File: src/rtl/decoder_burst_seq.sv
// Burst chip-select sequencer: accepts base/length/stride bursts and emits one registered one-hot bank select per beat.
// Optional broadcast bursts (all banks selected) are enabled with `define DECODER_BURST_BCAST_EN.
module decoder_burst_seq #(
    parameter int unsigned N  = 32,
    parameter int unsigned LW = 8,
    localparam int unsigned A = $clog2(N)
) (
    input  logic          clk,
    input  logic          rst,
    input  logic          req_valid,
    output logic          req_ready,
    input  logic [A-1:0]  req_addr,
    input  logic [LW-1:0] req_len,
    input  logic [A-1:0]  req_stride,
`ifdef DECODER_BURST_BCAST_EN
    input  logic          req_bcast,
`endif
    input  logic          stall,
    output logic [N-1:0]  csel,
    output logic [A-1:0]  cur_addr,
    output logic          beat_valid,
    output logic          beat_last,
    output logic          busy,
    output logic          err
);

    localparam int unsigned AW = A + 1;
    localparam logic [AW-1:0] NW = AW'(N);

    typedef enum logic {
        IDLE,
        RUN
    } state_t;

    state_t        state, state_n;
    logic [LW-1:0] cnt, cnt_n;
    logic [A-1:0]  stride, stride_n;
    logic [A-1:0]  cur_addr_n;
    logic [N-1:0]  csel_n;
    logic          beat_valid_n, beat_last_n, err_n;
    logic [AW-1:0] sum;
    logic [A-1:0]  wrap_addr;
    logic          req_ok;
`ifdef DECODER_BURST_BCAST_EN
    logic          bcast, bcast_n;
`endif

    function automatic logic [N-1:0] onehot(input logic [A-1:0] a);
        onehot = N'(1) << a;
    endfunction

    // Modulo-N step computed one bit wider so any N (not only powers of two) wraps correctly
    always_comb begin
        sum       = {1'b0, cur_addr} + {1'b0, stride};
        wrap_addr = (sum >= NW) ? A'(sum - NW) : A'(sum);
        req_ok    = ({1'b0, req_addr} < NW) && ({1'b0, req_stride} < NW);
    end

    assign req_ready = (state == IDLE);
    assign busy      = (state == RUN);

    always_ff @(posedge clk) begin
        if (rst) begin
            state      <= IDLE;
            cnt        <= '0;
            stride     <= '0;
            cur_addr   <= '0;
            csel       <= '0;
            beat_valid <= 1'b0;
            beat_last  <= 1'b0;
            err        <= 1'b0;
`ifdef DECODER_BURST_BCAST_EN
            bcast      <= 1'b0;
`endif
        end else begin
            state      <= state_n;
            cnt        <= cnt_n;
            stride     <= stride_n;
            cur_addr   <= cur_addr_n;
            csel       <= csel_n;
            beat_valid <= beat_valid_n;
            beat_last  <= beat_last_n;
            err        <= err_n;
`ifdef DECODER_BURST_BCAST_EN
            bcast      <= bcast_n;
`endif
        end
    end

    always_comb begin
        state_n      = state;
        cnt_n        = cnt;
        stride_n     = stride;
        cur_addr_n   = cur_addr;
        csel_n       = csel;
        beat_valid_n = beat_valid;
        beat_last_n  = beat_last;
        err_n        = 1'b0;
`ifdef DECODER_BURST_BCAST_EN
        bcast_n      = bcast;
`endif
        unique case (state)
            IDLE: begin
                if (req_valid) begin
                    if (req_ok) begin
                        state_n      = RUN;
                        stride_n     = req_stride;
                        cnt_n        = req_len;
                        cur_addr_n   = req_addr;
                        beat_valid_n = 1'b1;
                        beat_last_n  = (req_len == '0);
`ifdef DECODER_BURST_BCAST_EN
                        bcast_n      = req_bcast;
                        csel_n       = req_bcast ? '1 : onehot(req_addr);
`else
                        csel_n       = onehot(req_addr);
`endif
                    end else begin
                        err_n = 1'b1;
                    end
                end
            end
            RUN: begin
                // Stall freezes every output, so nothing changes unless stall is low
                if (!stall) begin
                    if (cnt != '0) begin
                        cnt_n       = cnt - LW'(1);
                        cur_addr_n  = wrap_addr;
                        beat_last_n = (cnt == LW'(1));
`ifdef DECODER_BURST_BCAST_EN
                        csel_n      = bcast ? '1 : onehot(wrap_addr);
`else
                        csel_n      = onehot(wrap_addr);
`endif
                    end else begin
                        state_n      = IDLE;
                        beat_valid_n = 1'b0;
                        beat_last_n  = 1'b0;
                        csel_n       = '0;
                    end
                end
            end
            default: state_n = IDLE;
        endcase
    end

endmodule
File: config.mk
export PLATFORM = sky130hd
export DESIGN_NAME = decoder_burst_seq
export DESIGN_NICKNAME = d
export VERILOG_FILES = /design/src/rtl/decoder_burst_seq.sv
export SDC_FILE = /design/constraint.sdc
export NUM_CORES = 1
export LEC_CHECK = 0
export ABC_AREA = 1
export BUFFER_PORTS_ARGS = -buffer_cell sky130_fd_sc_hd__buf_2
export CAP_MARGIN = 5
export CORE_MARGIN = 3
export CORE_UTILIZATION = 55
export DETAILED_ROUTE_END_ITERATION = 8
export HOLD_SLACK_MARGIN = 0.02
export PLACE_DENSITY_LB_ADDON = 0.05
export SLEW_MARGIN = 15
export SYNTH_ARGS = -nofsm -noshare
export SYNTH_HDL_FRONTEND = slang
export SYNTH_SLANG_ARGS = --single-unit
File: constraint.sdc
create_clock -name clk -period 2.9 [get_ports clk]
set_input_delay 0.435 -clock clk [delete_from_list [all_inputs] [get_ports clk]]
set_output_delay 0.435 -clock clk [all_outputs]
set_load 0.01 [all_outputs]
==> impl_metrics.env, run 1 <==
export IMPL_yosysSeqAreaShare=0.338
export IMPL_setup_violations=0
export IMPL_drt_pass1_iter_count=5
export IMPL_place_gp_congestion=0.881
export IMPL_path_class="reg -> reg"
export IMPL_drive_gt1_frac=0.172
export IMPL_synth_distinct_cells=28
export IMPL_r2r_start="busy"
export IMPL_synth_seq_cells=53
export IMPL_clock_latency_ns=0.32
export IMPL_p_sw_frac=0.367
export IMPL_power_density_nw_per_um2=570
export IMPL_crit_arrival_ns=2.33
export IMPL_viasPerCell=5.66
export IMPL_final_common_cell="nor2_1"
export IMPL_fmax_mhz=472
export IMPL_tritoncts="yes"
export IMPL_holdPathStages=3
export IMPL_h_tree_depth=2
export IMPL_regArea_um2=1060
export IMPL_period_share=0.731
export IMPL_min_from="req_stride[1]"
export IMPL_p_clk_frac=0.261
export IMPL_finalHoldViolCount=0
export IMPL_yosysWarningCount=0
export IMPL_first_global_vias=3047
export IMPL_grt_max_degree=48
export IMPL_combPwrFrac=0.320
export IMPL_multi_input_area_um2=1790
export IMPL_area_delta_synth_final_pct=13.2
export IMPL_fill_cells=484
export IMPL_die_y_um=81.5
export IMPL_rows=26
export IMPL_required_ns=3.11
export IMPL_start_util=0.591
export IMPL_cts_buffers=5
export IMPL_synth_nets=523
export IMPL_grt_overflow_total=0
export IMPL_netlist_area_um2=3140
export IMPL_rr_endpoint="csel[11]"
export IMPL_fin_skew_ns=0.00608
export IMPL_period_minus_slack_ns=2.12
export IMPL_vdd_ir_drop_max_v=0.000333
export IMPL_ant_nets=0
export IMPL_start_kind="flip-flop"
export IMPL_drc_errors=0
export IMPL_cts_root_buf="clkbuf_8"
export IMPL_dp_hpwl_um=6150
export IMPL_p_leak_nw=1.64
export IMPL_slew_headroom=0.367
export IMPL_vias=3460
export IMPL_die_x_um=81.5
export IMPL_die_area_um2=6640
export IMPL_grt_pass1_wl_um=14300
export IMPL_p_switching_w=0.000742
export IMPL_clock_sinks=53
export IMPL_synth_cells=493
export IMPL_holdBufCountCts=0
export IMPL_ios=64
export IMPL_n_antenna_cell=0
export IMPL_core_um2=5300
export IMPL_slew_violations=0
export IMPL_seqPwrFrac=0.419
export IMPL_final_cells=611
export IMPL_first_iter_violations=314
export IMPL_min_path_type="in -> reg"
export IMPL_syn_avg_cell_area_um2=6.36
export IMPL_clockBufferDepth=2
export IMPL_wl_um=8700
export IMPL_antenna_found_initial=0
export IMPL_rr_worst_depth=5
export IMPL_rsz0062_at_grt="false"
export IMPL_r2r_setup_slack_ns=0.78
export IMPL_placedCellCount=603
export IMPL_p_int_w=0.00128
export IMPL_wire_per_inst_um=14.2
export IMPL_cts_resized=0
export IMPL_timing_setup_tns_ns=0
export IMPL_clkTransAtPathRegs_ns=0.09
export IMPL_nets=570
export IMPL_grt_util_all_layers=0.273
export IMPL_most_common_layout_cells="nor2_1 (96), nand2_1 (73), buf_2 (62)"
export IMPL_max_cap_violations=0
export IMPL_portBuffers=62
export IMPL_holdPathEnd="stride[1]"
export IMPL_endpoint_kind="flip-flop"
export IMPL_worst_pin_slew_ns=0.946
export IMPL_postCtsSetupBuffers=0
export IMPL_status="finished clean"
export IMPL_crit_fanout=44
-- how the worst max path moves through the flow --
stage	start	endpoint	slack, ns	cells after the start
floorplan	cur_addr[1]	csel[16]	1.34	10
finish	busy	csel[11]	0.78	5
global route	busy	csel[11]	0.52	5
detailed placement	stall	csel[27]	0.67	5
CTS	busy	csel[27]	0.79	5
global placement	stall	csel[11]	0.67	5
-- synth_stat cells, drive strengths merged --
library cell  number  area, um2
nor3               3       20.0
nand2             79        317
or2                1       6.26
nand4             14       87.6
clkbuf             8       30.0
nand3             50        255
ha                 8        100
nor2             100        395
buf               18        101
o21bai             2       15.0
a31oi              2       12.5
o21ai             58        302
conb               1       3.75
inv               41        154
dfxtp             53       1060
a21oi             55        275
-- layer usage --
| layer | GRT usage | vias to the layer above | wire [um] |
|---|---|---|---|
| li1 | - | 1721 | - |
| met1 | 0.391 | 1554 | 3980 |
| met2 | 0.414 | 168 | 3890 |
| met3 | 0.0504 | 17 | 681 |
| met4 | 0.0861 | 0 | 158 |
| met5 | 0 | - | 0 |
-- kinds of logic (layout without fill, tap and decap cells) --
family                   count (synthesis)  after routing  share of synthesized area
other                                    1              1                    0.00120
buffers and inverters                   67            115                     0.0910
AND/OR/NAND/NOR                        247            247                      0.345
flip-flops                              53             53                      0.338
adder cells (fa/ha/maj)                  8              8                     0.0319
AO/OA/AOI/OAI                          117            117                      0.193
-- area by class of cell --
class,count,area share
timing repair buffer,66,0.0959
inverter,41,0.0434
tap,70,0.0247
multi-input combinational,373,0.504
clock inverter,1,0.00846
clock buffer,7,0.0243
sequential,53,0.299
-- power by group through the flow --
stage	combinational, W	sequential (W)	clock, W
final	0.000647	0.000848	0.000528
after global routing	0.000728	0.000856	0.000558
after CTS	0.000641	0.000847	0.000533
after detailed placement	0.000637	0.000862	0
after global placement	0.000626	0.000861	0
after floorplan	0.000443	0.000880	0
-- critical path: stages, from the launching register on --
cell	delay (ns)
dfxtp_1	0.40
inv_2	0.07
o21ai_4	0.72
inv_2	0.43
a31oi_1	0.28
a21oi_1	0.09
-- sequential cells by signal (all words and copies together), names as in the netlist --
| name | count |
|---|---|
| beat_last | 1 |
| beat_valid | 1 |
| csel | 32 |
| stride | 5 |
| cnt | 8 |
| cur_addr | 5 |
| busy | 1 |
-- per-stage QoR --
stage                      util  setup slack (ns)  hold slack (ns)  instance area (um2)  total power, W
after floorplan               -              1.34            0.433                 3140         0.00132
after global placement    0.647             0.666            0.451                 3430         0.00149
after detailed placement  0.647             0.669            0.457                 3430         0.00150
after CTS                 0.669             0.791            0.342                 3550         0.00202
after global routing      0.669             0.521            0.349                 3550         0.00214
final                     0.669             0.781            0.341                 3550         0.00202
Power figures use the tool's default switching activity.
==> run 2, diff against run 1 <==
- ABC_AREA: 1 -> 0
- CORE_UTILIZATION: 55 -> 50
- clock period: 2.9 -> 1.8 ns (I/O delays scaled with it)
==> impl_metrics.env, run 2 <==
export IMPL_period_share=1.04
export IMPL_die_x_um=87.1
export IMPL_crit_chain="ha_4, or4b_4, a21oi_4, o211ai_1, a211oi_1"
export IMPL_crit_arrival_ns=2.09
export IMPL_async_reset_ff_frac=0
export IMPL_rsz0062_at_grt="true"
export IMPL_slew_headroom=0.569
export IMPL_most_common_layout_cells="buf_2 (64), buf_4 (54), nor2_1 (52)"
export IMPL_setup_ws_ns=-0.0665
export IMPL_die_area_um2=7580
export IMPL_cts_buffers=5
export IMPL_endpoint_kind="flip-flop"
export IMPL_synthTopCellsByCount="dfxtp_1 (53), nor2_1 (53), o21ai_0 (42), a21oi_1 (24), nand2_1 (22)"
export IMPL_dp_hpwl_um=7260
export IMPL_reg_top3="csel (32), cnt (8)"
export IMPL_p_leak_nw=1.73
export IMPL_area_delta_synth_final_pct=33.7
export IMPL_netlist_area_um2=3290
export IMPL_synth_nets=440
export IMPL_h_tree_depth=2
export IMPL_synthXorXnorAreaFrac=0.0240
export IMPL_synth_seq_cells=53
export IMPL_tritoncts="yes"
export IMPL_synth_main_ff_cell="dfxtp_1"
export IMPL_utilization=0.717
export IMPL_final_common_cell="buf_2"
export IMPL_synth_simple_area_share=0.233
export IMPL_status="complete, but fails checks"
export IMPL_fin_skew_ns=0.00753
export IMPL_max_cap_violations=0
export IMPL_wl_um=10600
export IMPL_grt_util_all_layers=0.278
export IMPL_drt_pass1_iter_count=5
export IMPL_cts_root_buf="clkbuf_8"
export IMPL_synth_edf_count=0
export IMPL_synth_compound_area_frac=0.324
export IMPL_drc_errors=0
export IMPL_combPwrFrac=0.405
export IMPL_start_kind="flip-flop"
export IMPL_yosysSeqAreaShare=0.323
export IMPL_vias=3776
export IMPL_p_switching_w=0.00137
export IMPL_clkTransAtPathRegs_ns=0.09
export IMPL_yosysTopAreaCellShare=0.323
export IMPL_clock_sinks=53
export IMPL_start_util=0.536
export IMPL_seqPwrFrac=0.364
export IMPL_placed_area_um2=4060
export IMPL_synth_distinct_cells=57
export IMPL_min_path_type="in -> reg"
export IMPL_top_register="csel"
export IMPL_core_um2=6130
export IMPL_cp_slowest_cell="or4b_4"
export IMPL_syn_avg_cell_area_um2=8.02
export IMPL_synth_cells=410
export IMPL_place_gp_congestion=0.833
export IMPL_n_antenna_cell=0
export IMPL_rows=28
export IMPL_holdBufCountCts=0
export IMPL_path_class="reg -> reg"
export IMPL_synth_top_family_by_area="compound AO/OA/AOI/OAI gates"
export IMPL_place_ws_ns=-0.0718
export IMPL_p_clk_frac=0.231
export IMPL_die_y_um=87.1
export IMPL_ios=64
export IMPL_grt_pass1_wl_um=16800
export IMPL_wire_per_inst_um=18.2
export IMPL_setup_violations=7
export IMPL_final_cells=585
export IMPL_period_minus_slack_ns=1.87
export IMPL_ant_nets=0
export IMPL_finalInstanceArea_um2=4390
export IMPL_synthMuxAreaShare=0.00609
export IMPL_p_int_w=0.00242
export IMPL_p_sw_frac=0.361
export IMPL_power_density_nw_per_um2=861
export IMPL_portBuffers=62
export IMPL_largest_reg_flops=32
export IMPL_synth_fa_ha_area_frac=0.0305
export IMPL_grt_overflow_total=0
export IMPL_antenna_found_initial=0
export IMPL_fmax_mhz=536
export IMPL_slew_violations=0
export IMPL_clockBufferDepth=2
export IMPL_finalHoldViolCount=0
export IMPL_critPathMaxStageDelay_ns=0.55
export IMPL_worst_pin_slew_ns=0.646
export IMPL_first_global_vias=3360
export IMPL_grt_max_degree=26
export IMPL_violations="setup timing"
export IMPL_clock_latency_ns=0.32
export IMPL_nets=539
export IMPL_vdd_ir_drop_max_v=0.000533
export IMPL_required_ns=2.02
export IMPL_crit_fanout=8
export IMPL_placedCellCount=571
export IMPL_synth_area_top_cells="dfxtp_1 (32%), o21ai_0 (6.4%), nor2_1 (6.1%)"
export IMPL_finalPower_w=0.00378
export IMPL_first_iter_violations=329
export IMPL_yosysWarningCount=0
export IMPL_viasPerCell=6.45
export IMPL_synth_top_area_cell="dfxtp_1"
export IMPL_drive_gt1_frac=0.353
## run 2: final cells by class
class | instances | area, um2
fillers | 511 | 1740
well taps | 75 | 93.8
clock inverters | 2 | 37.5
repair buffers | 123 | 808
multi-input cells | 320 | 2280
flip-flops and latches | 53 | 1070
clock buffers | 6 | 82.6
inverters | 6 | 22.5
## run 2: through the flow
| stage | hold slack, ns | setup TNS [ns] |
|---|---|---|
| 2_1_floorplan | 0.338 | -0.354 |
| 3_5_place_dp | 0.465 | -0.575 |
| 4_1_cts | 0.173 | -0.0489 |
| 6_report | 0.178 | -0.255 |
| 3_3_place_gp | 0.453 | -0.0000945 |
| 5_1_grt | 0.176 | -0.998 |
## run 2: power by group through the flow
| stage | combinational, W | sequential, W | clock (W) |
|---|---|---|---|
| after floorplan | 0.000784 | 0.00144 | 0 |
| after global placement | 0.00134 | 0.00139 | 0 |
| after detailed placement | 0.00136 | 0.00140 | 0 |
| after CTS | 0.00140 | 0.00137 | 0.000890 |
| after global routing | 0.00165 | 0.00139 | 0.000937 |
| final | 0.00153 | 0.00138 | 0.000874 |
## run 2: cell families after synthesis
kind of cell,count (synthesis)
other,1
muxes,2
DFF,53
AOI/OAI and AO/OA,154
buffers and inverters,38
xor gates and xnor gates,9
and+or+nand+nor,145
adders and majority gates,8
## run 2: path summary, 6_finish.rpt
path / endpoint / depth (start not counted) / slack (ns) / from
setup / recovery: csel[3] / 5 / -0.07 / stride[3]
hold / removal: stride[3] / 3 / 0.18 / req_stride[3]
setup reg to reg: csel[3] / 5 / -0.07 / stride[3]
hold reg to reg: stride[2] / 2 / 0.48 / stride[2]
## run 2: repair_timing
| action | CTS | global route |
|---|---|---|
| resized for setup | 12 | 27 |
| gates cloned | 0 | 3 |
| setup buffers | 1 | 2 |
| endpoints found under the setup margin | 18 | 38 |
| pin swaps | 4 | 13 |
## run 2: layer usage
layer,track usage,share of wire,vias to the layer above
met5,0,0,-
met3,0.0426,0.084,22
li1,-,-,1768
met4,0.101,0.023,0
met1,0.383,0.41,1774
met2,0.438,0.48,212
## run 2: worst max-delay path: cells and delay by family (launching register included)
family	cells	cell delay, ns
adder cells (fa/ha/maj)	1	0.24
flip-flops	1	0.35
AO/OA/AOI/OAI	3	0.64
AND/OR/NAND/NOR	1	0.55
